File: src/rtl/fpu_dispatch_pkg.sv
// Shared opcodes, state encoding and helpers for the fixed-point unit dispatcher.
// Opcode values mirror the FPU_* macros the fixed-point unit decodes.
package fpu_dispatch_pkg;

   localparam logic [1:0] FPU_ADD  = 2'd0;
   localparam logic [1:0] FPU_SUB  = 2'd1;
   localparam logic [1:0] FPU_MUL  = 2'd2;
   localparam logic [1:0] FPU_SQRT = 2'd3;

   // FPU_ADD doubles as the quiet code that parks the unit's sequencers at stage 0
   localparam logic [1:0] FPU_QUIET = FPU_ADD;

   typedef enum logic [1:0] {
      ST_IDLE  = 2'd0,
      ST_ISSUE = 2'd1,
      ST_WAIT  = 2'd2,
      ST_RESP  = 2'd3
   } dispatch_state_t;

   function automatic logic is_multicycle(input logic [1:0] op);
      return (op == FPU_MUL) || (op == FPU_SQRT);
   endfunction

endpackage

File: src/rtl/fpu_dispatch_watchdog.sv
// WAIT-state cycle counter; flags expiry once TIMEOUT WAIT cycles elapse without a result.
// Only instantiated when FPU_DISPATCH_TIMEOUT_EN is defined.
module fpu_dispatch_watchdog #(
   parameter int TIMEOUT = 64
) (
   input  logic clk,
   input  logic reset,
   input  logic start,
   input  logic active,
   output logic expired
);

   localparam logic [7:0] LIMIT = 8'(TIMEOUT - 1);

   logic [7:0] count;

   // Cleared on the edge that enters WAIT, so the first WAIT cycle reads 0
   always_ff @(posedge clk or posedge reset) begin
      if (reset) begin
         count <= '0;
      end else if (start) begin
         count <= '0;
      end else if (active) begin
         count <= count + 8'd1;
      end
   end

   assign expired = active && (count == LIMIT);

endmodule

File: src/rtl/fpu_dispatch.sv
// Issue/retire controller in front of the fixed-point unit: one op in flight, result to writeback.
// Optional WAIT timeout with error response under FPU_DISPATCH_TIMEOUT_EN.
module fpu_dispatch
   import fpu_dispatch_pkg::*;
#(
   parameter int WIDTH   = 32,
   parameter int FBITS   = 10,
   parameter int TAG_W   = 5,
   parameter int TIMEOUT = 64
) (
   input  logic             clk,
   input  logic             reset,
   input  logic             req_valid,
   output logic             req_ready,
   input  logic [1:0]       req_op,
   input  logic [WIDTH-1:0] req_a,
   input  logic [WIDTH-1:0] req_b,
   input  logic [TAG_W-1:0] req_tag,
   output logic [WIDTH-1:0] fpu_operand_1,
   output logic [WIDTH-1:0] fpu_operand_2,
   output logic [1:0]       fpu_operation,
   input  logic [WIDTH-1:0] fpu_result,
   input  logic             fpu_ready,
   output logic             rsp_valid,
   input  logic             rsp_ready,
   output logic [WIDTH-1:0] rsp_result,
   output logic [TAG_W-1:0] rsp_tag,
   output logic             rsp_error,
   output logic             busy
);

   dispatch_state_t state, next_state;

   logic [1:0]       op_q;
   logic [WIDTH-1:0] a_q, b_q, result_q;
   logic [TAG_W-1:0] tag_q;
   logic             error_q;

   logic capture, capture_error, timeout_hit, accept;

   logic unused_cfg;
   assign unused_cfg = ^{32'(FBITS), 32'(TIMEOUT)};

`ifdef FPU_DISPATCH_TIMEOUT_EN
   fpu_dispatch_watchdog #(
      .TIMEOUT (TIMEOUT)
   ) u_watchdog (
      .clk     (clk),
      .reset   (reset),
      .start   ((state == ST_ISSUE) && is_multicycle(op_q)),
      .active  (state == ST_WAIT),
      .expired (timeout_hit)
   );
`else
   assign timeout_hit = 1'b0;
`endif

   assign accept = (state == ST_IDLE) && req_valid;

   always_ff @(posedge clk or posedge reset) begin
      if (reset) begin
         state <= ST_IDLE;
      end else begin
         state <= next_state;
      end
   end

   // ISSUE never samples fpu_ready: for MUL/SQRT it still reflects the unit's previous stage
   always_comb begin
      next_state    = state;
      capture       = 1'b0;
      capture_error = 1'b0;
      case (state)
         ST_IDLE: begin
            if (req_valid) next_state = ST_ISSUE;
         end
         ST_ISSUE: begin
            if (is_multicycle(op_q)) begin
               next_state = ST_WAIT;
            end else begin
               next_state = ST_RESP;
               capture    = 1'b1;
            end
         end
         ST_WAIT: begin
            if (fpu_ready) begin
               next_state = ST_RESP;
               capture    = 1'b1;
            end else if (timeout_hit) begin
               next_state    = ST_RESP;
               capture       = 1'b1;
               capture_error = 1'b1;
            end
         end
         ST_RESP: begin
            if (rsp_ready) next_state = ST_IDLE;
         end
         default: next_state = ST_IDLE;
      endcase
   end

   always_ff @(posedge clk or posedge reset) begin
      if (reset) begin
         op_q     <= FPU_QUIET;
         a_q      <= '0;
         b_q      <= '0;
         tag_q    <= '0;
         result_q <= '0;
         error_q  <= 1'b0;
      end else begin
         if (accept) begin
            op_q  <= req_op;
            a_q   <= req_a;
            b_q   <= req_b;
            tag_q <= req_tag;
         end
         if (capture) begin
            result_q <= capture_error ? '0 : fpu_result;
            error_q  <= capture_error;
         end else if ((state == ST_RESP) && rsp_ready) begin
            error_q <= 1'b0;
         end
      end
   end

   // req_ready is a function of state and reset only, never of rsp_ready
   assign req_ready     = (state == ST_IDLE) && !reset;
   assign busy          = (state != ST_IDLE);
   assign fpu_operation = ((state == ST_ISSUE) || (state == ST_WAIT)) ? op_q : FPU_QUIET;
   assign fpu_operand_1 = a_q;
   assign fpu_operand_2 = b_q;
   assign rsp_valid     = (state == ST_RESP);
   assign rsp_result    = result_q;
   assign rsp_tag       = tag_q;
   assign rsp_error     = error_q;

endmodule
File: config.mk
export PLATFORM = sky130hd
export DESIGN_NAME = fpu_dispatch
export DESIGN_NICKNAME = d
export VERILOG_FILES = /design/src/rtl/fpu_dispatch_pkg.sv /design/src/rtl/fpu_dispatch_watchdog.sv /design/src/rtl/fpu_dispatch.sv
export SDC_FILE = /design/constraint.sdc
export NUM_CORES = 1
export LEC_CHECK = 0
export BUFFER_PORTS_ARGS = -buffer_cell sky130_fd_sc_hd__buf_4
export CAP_MARGIN = 20
export CORE_MARGIN = 4
export CORE_UTILIZATION = 45
export CTS_CLUSTER_DIAMETER = 40
export DETAILED_ROUTE_END_ITERATION = 10
export PLACE_DENSITY = 0.8
export SLEW_MARGIN = 20
export SYNTH_ARGS = -nofsm -noshare
export SYNTH_HDL_FRONTEND = slang
export SYNTH_SLANG_ARGS = --single-unit
File: constraint.sdc
create_clock -name clk -period 5 [get_ports clk]
set_input_delay 1.25 -clock clk [delete_from_list [all_inputs] [get_ports clk]]
set_output_delay 1.25 -clock clk [all_outputs]
set_load 0.02 [all_outputs]
==> results of run 1 <==
per-stage QoR:
stage                     instance area (sq um)  hold WS [ps]   util  power (mW)
after floorplan                            4060           471      -        2.82
after CTS                                  5920           517  0.675        4.25
after detailed placement                   5730           490  0.654        3.75
after global placement                     5730           481  0.654        3.67
final                                      5920           512  0.675        4.19
after global routing                       5920           525  0.675        4.44
cell usage in the layout, fill, tap and decap left out, drive strengths merged:
| cell | netlist | final |
|---|---|---|
| clkbuf | 0 | 11 |
| mux2 | 104 | 104 |
| buf | 11 | 214 |
| and2 | 3 | 3 |
| nor4 | 1 | 1 |
| nor2b | 4 | 4 |
| clkinvlp | 0 | 1 |
| nor3 | 2 | 2 |
| nand2 | 1 | 1 |
| nor2 | 2 | 2 |
| clkinv | 0 | 1 |
| conb | 1 | 1 |
| a2bb2oi | 1 | 1 |
| inv | 4 | 7 |
| dfrtp | 105 | 105 |
| ha | 5 | 5 |
| o21ai | 1 | 1 |
cell type report:
type,instances,area (sq um)
multi-input combinational,125,1340
inverter,4,17.5
timing repair buffer,214,1610
sequential,105,2630
clock inverter,5,45.0
fill,654,2850
tap,108,135
clock buffer,11,141
kinds of logic after synthesis:
logic type / count (synthesis)
AND/OR/NAND/NOR: 13
multiplexers: 104
flip-flops: 105
adder cells (fa/ha/maj): 5
other: 1
AO/OA/AOI/OAI: 2
buffers and inverters: 15
worst paths after layout:
path                                     end               from  slack [ps]  cells past startpoint
hold reg to reg            fpu_operand_2[11]  fpu_operand_2[11]         510                      1
setup / recovery                   req_ready              reset        2150                      3
hold / removal             fpu_operand_2[11]  fpu_operand_2[11]         510                      1
max in group asynchronous         rsp_tag[3]              reset        2930                      3
min in group asynchronous      rsp_result[1]              reset        1110                      2
setup reg to reg               rsp_result[5]           state[1]        2810                      5
flip-flops by register name, summed over array words and instances (netlist names):
| name | cells |
|---|---|
| fpu_operand_1 | 32 |
| fpu_operand_2 | 32 |
| op_q | 2 |
| rsp_result | 32 |
| rsp_tag | 5 |
| state | 2 |
power breakdown:
part / switching, mW / internal (mW)
Combinational: 1.08 / 1.10
Sequential: 0.228 / 1.29
Clock: 0.291 / 0.203
Total: 1.60 / 2.60
layer usage:
layer / part of all wire / up-vias / global-route usage
li1: - / 1275 / -
met1: 0.36 / 1334 / 0.199
met2: 0.52 / 127 / 0.309
met3: 0.11 / 5 / 0.0602
met4: 0.0074 / 0 / 0.0538
met5: 0 / - / 0
==> metrics.txt, run 1 <==
Worst-path clk slew=90 ps; drt wl/cell=16.8 microns; Mapped Nets=358; Clock Sinks=105; Setup WS post-layout=2150 ps; Main synth FF type=dfrtp_1; final setup skew=12.9 ps; count leader, synth=dfrtp_1; gr usage total=0.175; Seq cells post-synth=105; setup TNS=0 ps; Min Clock Period, post-route=2850 ps; worst vdd ir=0.000311 V; DIE AREA=10600 sq um; DRT iter0 DRCs=42; Synth Area in XOR/XNOR=0; CP Cell Sequence=buf_4 -> nor2_1 -> buf_4; Post-CTS Hold Buffers=0; Clock Tree Buf Depth=2; yosys warns=0; Async SR Flop Fraction=1.00; Initial Util=0.463; Yosys cell types=18; Clock Latency Late Sink=350 ps; Synth top cells by count=dfrtp_1, mux2_2, buf_2; Die Height=103 microns; post-synthesis sequential area ratio=0.648; DIE WIDTH=103 microns; largest family of logic cells by synthesized area=multiplexers; Synth Area in Adders=0.0154; crit end category=primary output; Crit path max-delay family=buffers and inverters; Max Fclk=0.350 GHz; port bufs=213; final estimated routing congestion in global placement=0.789; Final Non-Filler Cells=572; Slew Viols, Final=0; first-pass GRT wire length=14100 microns; most frequent cell on the critical path=buf_4; layout cell share with drive strength beyond 1=0.722; final hold violation count=0; PwrDens=709 nW/um^2; synthesized cell area=4060 sq um; CP Launch Type=input port; post-CTS setup repair buffer count=0; critical path's slowest cell=buf_4; total congestion overflow=0; status=finished, final reports clean; Area contributors post-synth=dfrtp_1, mux2_2, ha_1; DP Cell Count=556; cells after synthesis=245; H-tree Lvls=3; Worst Path Buf+Inv=2; vias in the first global route=2935; Hold Crit Class=reg -> reg; CTS buffer count=9; compound-cell area share of the yosys netlist=0.00617; Critical Path Fanout Max=2; Slew @ Worst Pin=965 ps; P&R area growth vs syn=45.9%; Post-synth EDFFs=0; nets=572; hpwl dp=7430 microns; n_diodes=0; final worst path period share=0.571; number of vias per cell=4.79; post-synthesis mux area share=0.289; synthesized area per cell=16.6 sq um; share of the synthesized area in the top cell type=0.648; largest net degree at the start of global routing=77; area leader, netlist=dfrtp_1; # DRC=0; Slew HR=0.354; RSZ-0062 raised after global routing=false; Crit path required time=3750 ps; # setup viols final=0; vias=2741; CP max stage delay=140 ps; Root Buffer=clkbuf_8; # IOs=215; Core Region=8760 sq um; drt pass-1 iters=4; cts repair resizes=0; crit path DAT=1600 ps; Leakage=2.91 nW; Cell Rows=34; initial antenna violation count=0; Placement Setup Slack=2140 ps; Max Cap Violations=0; Setup Crit Path Kind=in -> out; DRT antenna net count=0; Post-Synth Simple-Gate Area=0.0182; CTS tree=built; Total Wirelength=9580 microns
No activity file was read; power rests on OpenSTA's default activity.
==> run 2: changes to the inputs <==
--- a/config.mk
+++ b/config.mk
@@ -5,13 +5,14 @@
 export SDC_FILE = /design/constraint.sdc
 export NUM_CORES = 1
 export LEC_CHECK = 0
+export ABC_AREA = 1
 export BUFFER_PORTS_ARGS = -buffer_cell sky130_fd_sc_hd__buf_4
 export CAP_MARGIN = 20
 export CORE_MARGIN = 4
-export CORE_UTILIZATION = 45
+export CORE_UTILIZATION = 42
 export CTS_CLUSTER_DIAMETER = 40
 export DETAILED_ROUTE_END_ITERATION = 10
-export PLACE_DENSITY = 0.8
+export PLACE_DENSITY = 0.77
 export SLEW_MARGIN = 20
 export SYNTH_ARGS = -nofsm -noshare
 export SYNTH_HDL_FRONTEND = slang
==> constraint.sdc (replaced) <==
create_clock -name clk -period 2.6 [get_ports clk]
set_input_delay 0.65 -clock clk [delete_from_list [all_inputs] [get_ports clk]]
set_output_delay 0.65 -clock clk [all_outputs]
set_load 0.02 [all_outputs]
==> run 2 against run 1 <==
  * Critical path depth up 2
  * Synthesized area rose by 10%
  * Utilization decreased by 7.1 points
  * Combinational power up 95%
  * Final cell count up 44%
  * Largest power group unchanged
==> metrics.txt, run 2 <==
yosys warns=0; crit path DAT=1520 ps; crit end category=primary output; first-pass GRT wire length=20000 microns; Seq cells post-synth=105; hpwl dp=8590 microns; Sw Share=0.447; setup TNS=0 ps; Synth top cells by count=nand2_1, dfrtp_1, nand3_1; Cell Rows=37; Core Region=10300 sq um; CP Launch Type=register; final estimated routing congestion in global placement=0.808; final setup skew=8.78 ps; Seq pwr share=0.350; Min Clock Period, post-route=2170 ps; Leakage=3.52 nW; n_diodes=0; layout cell share with drive strength beyond 1=0.381; post-CTS setup repair buffer count=0; r2r startpoint=state[0]; Worst Path Buf+Inv=3; # IOs=215; Initial Util=0.433; Clock Latency Late Sink=350 ps; Int Pwr=4.53 mW; DRT iter0 DRCs=303; gr usage total=0.196; Crit path max-delay family=flip-flops; initial antenna violation count=0; DIE WIDTH=111 microns; final hold violation count=0; Slew Viols, Final=0; vias=3971; RSZ-0062 raised after global routing=false; total congestion overflow=0; Clock Sinks=105; commonest non-fill, non-tap cell in the layout=buf_4; Post-synth EDFFs=0; Comb pwr share=0.521; final worst path period share=0.835; most frequent cells in the layout=buf_4, nand2_1, nand3_1, dfrtp_1, nand2_2; cts repair resizes=0; CP Cell Sequence=inv_1 -> ha_2 -> inv_1 -> nor2_1 -> buf_4; CTS tree=built; PwrDens=1310 nW/um^2; Post-CTS Hold Buffers=0; Net Sw Power=3.65 mW; Area contributors post-synth=dfrtp_1, nand2_1, nand3_1; Setup Crit Path Kind=reg -> out; CP max stage delay=430 ps; most frequent cell on the critical path=inv_1; # DRC=0; Worst-path clk slew=100 ps; Main synth FF type=dfrtp_1; clock network power share=0.129; Slew HR=0.515; H-tree Lvls=3; vias in the first global route=4070; CTS buffer count=9; Hold Crit Class=in -> async; drt pass-1 iters=4; Crit path required time=1950 ps; Clock Tree Buf Depth=2; status=finished, final reports clean; Yosys cell types=16; port bufs=213; DRT antenna net count=0; Critical Path Fanout Max=5; Total Wirelength=12000 microns; nets=796; share of the synthesized area in the top cell type=0.588; Setup crit start=state[0]; # setup viols final=0; synthesized cell area=4470 sq um; count leader, synth=nand2_1; Finished Core Util=0.604; Slew @ Worst Pin=727 ps; Max Fclk=0.461 GHz; Async SR Flop Fraction=1.00; DIE AREA=12300 sq um; number of vias per cell=4.82; largest net degree at the start of global routing=106; synthesized area per cell=9.15 sq um; Max Cap Violations=0; Die Height=111 microns; Mapped Nets=601; P&R area growth vs syn=39.7%; post-synthesis sequential area ratio=0.588; critical path's slowest cell=dfrtp_1; area leader, netlist=dfrtp_1; cells after synthesis=488; worst vdd ir=0.000639 V; Root Buffer=clkbuf_8; drt wl/cell=14.6 microns
run 2: layout make-up:
type                            count  area (sq um)
Clock buffer                       11           151
Multi-Input combinational cell    337          1530
Sequential cell                   105          2630
Inverter                           12          48.8
Tap cell                          136           170
Fill cell                         882          4090
Clock inverter                      5          62.6
Timing Repair Buffer              218          1650
run 2: cell families after synthesis:
| kind of cell | synth area share |
|---|---|
| AO/OA/AOI/OAI | 0.00112 |
| adder cells (fa/ha/maj) | 0.0140 |
| buffers and inverters | 0.0700 |
| flip-flops | 0.588 |
| other | 0.000840 |
| AND/OR/NAND/NOR | 0.326 |
run 2: worst min-delay path, cell delays in order:
cell and delay (ps):
buf_4 120, clkinvlp_4 70, buf_12 370
run 2: power by group through the flow:
| stage | clock (mW) | combinational [mW] | sequential (mW) |
|---|---|---|---|
| 6_report | 1.06 | 4.26 | 2.87 |
| 2_1_floorplan | 0 | 1.81 | 3.74 |
| 3_5_place_dp | 0 | 4.32 | 2.89 |
| 4_1_cts | 1.09 | 4.32 | 2.87 |
| 5_1_grt | 1.15 | 4.69 | 2.97 |
| 3_3_place_gp | 0 | 4.23 | 2.87 |
run 2: path summary, 6_finish.rpt:
path                                endpoint  slack (ps)  depth (start not counted)
hold reg to reg            fpu_operand_1[16]         480                          2
max in group asynchronous  fpu_operand_2[29]        1700                          3
hold / removal                    rsp_tag[2]         400                          3
setup / recovery                   req_ready         430                          5
setup reg to reg               rsp_result[3]         760                          6
min in group clk           fpu_operand_1[16]         480                          2
run 2: routing by layer:
layer | global-route usage | vias up | share of wire
met5 | 0 | - | 0
met4 | 0.0746 | 0 | 0.019
met3 | 0.0666 | 22 | 0.094
met2 | 0.311 | 167 | 0.48
met1 | 0.248 | 1848 | 0.41
li1 | - | 1934 | -
run 2: metrics by stage:
| stage | std cells | power, mW | hold slack (ps) | instance area [sq um] | worst slack [ps] |
|---|---|---|---|---|---|
| 2_1_floorplan | 488 | 5.55 | 442 | 4470 | 656 |
| 3_3_place_gp | 808 | 7.09 | 455 | 6020 | 781 |
| 3_5_place_dp | 808 | 7.21 | 460 | 6020 | 772 |
| 4_1_cts | 824 | 8.28 | 455 | 6240 | 376 |
| 5_1_grt | 824 | 8.82 | 455 | 6240 | 294 |
| 6_report | 824 | 8.18 | 396 | 6240 | 429 |
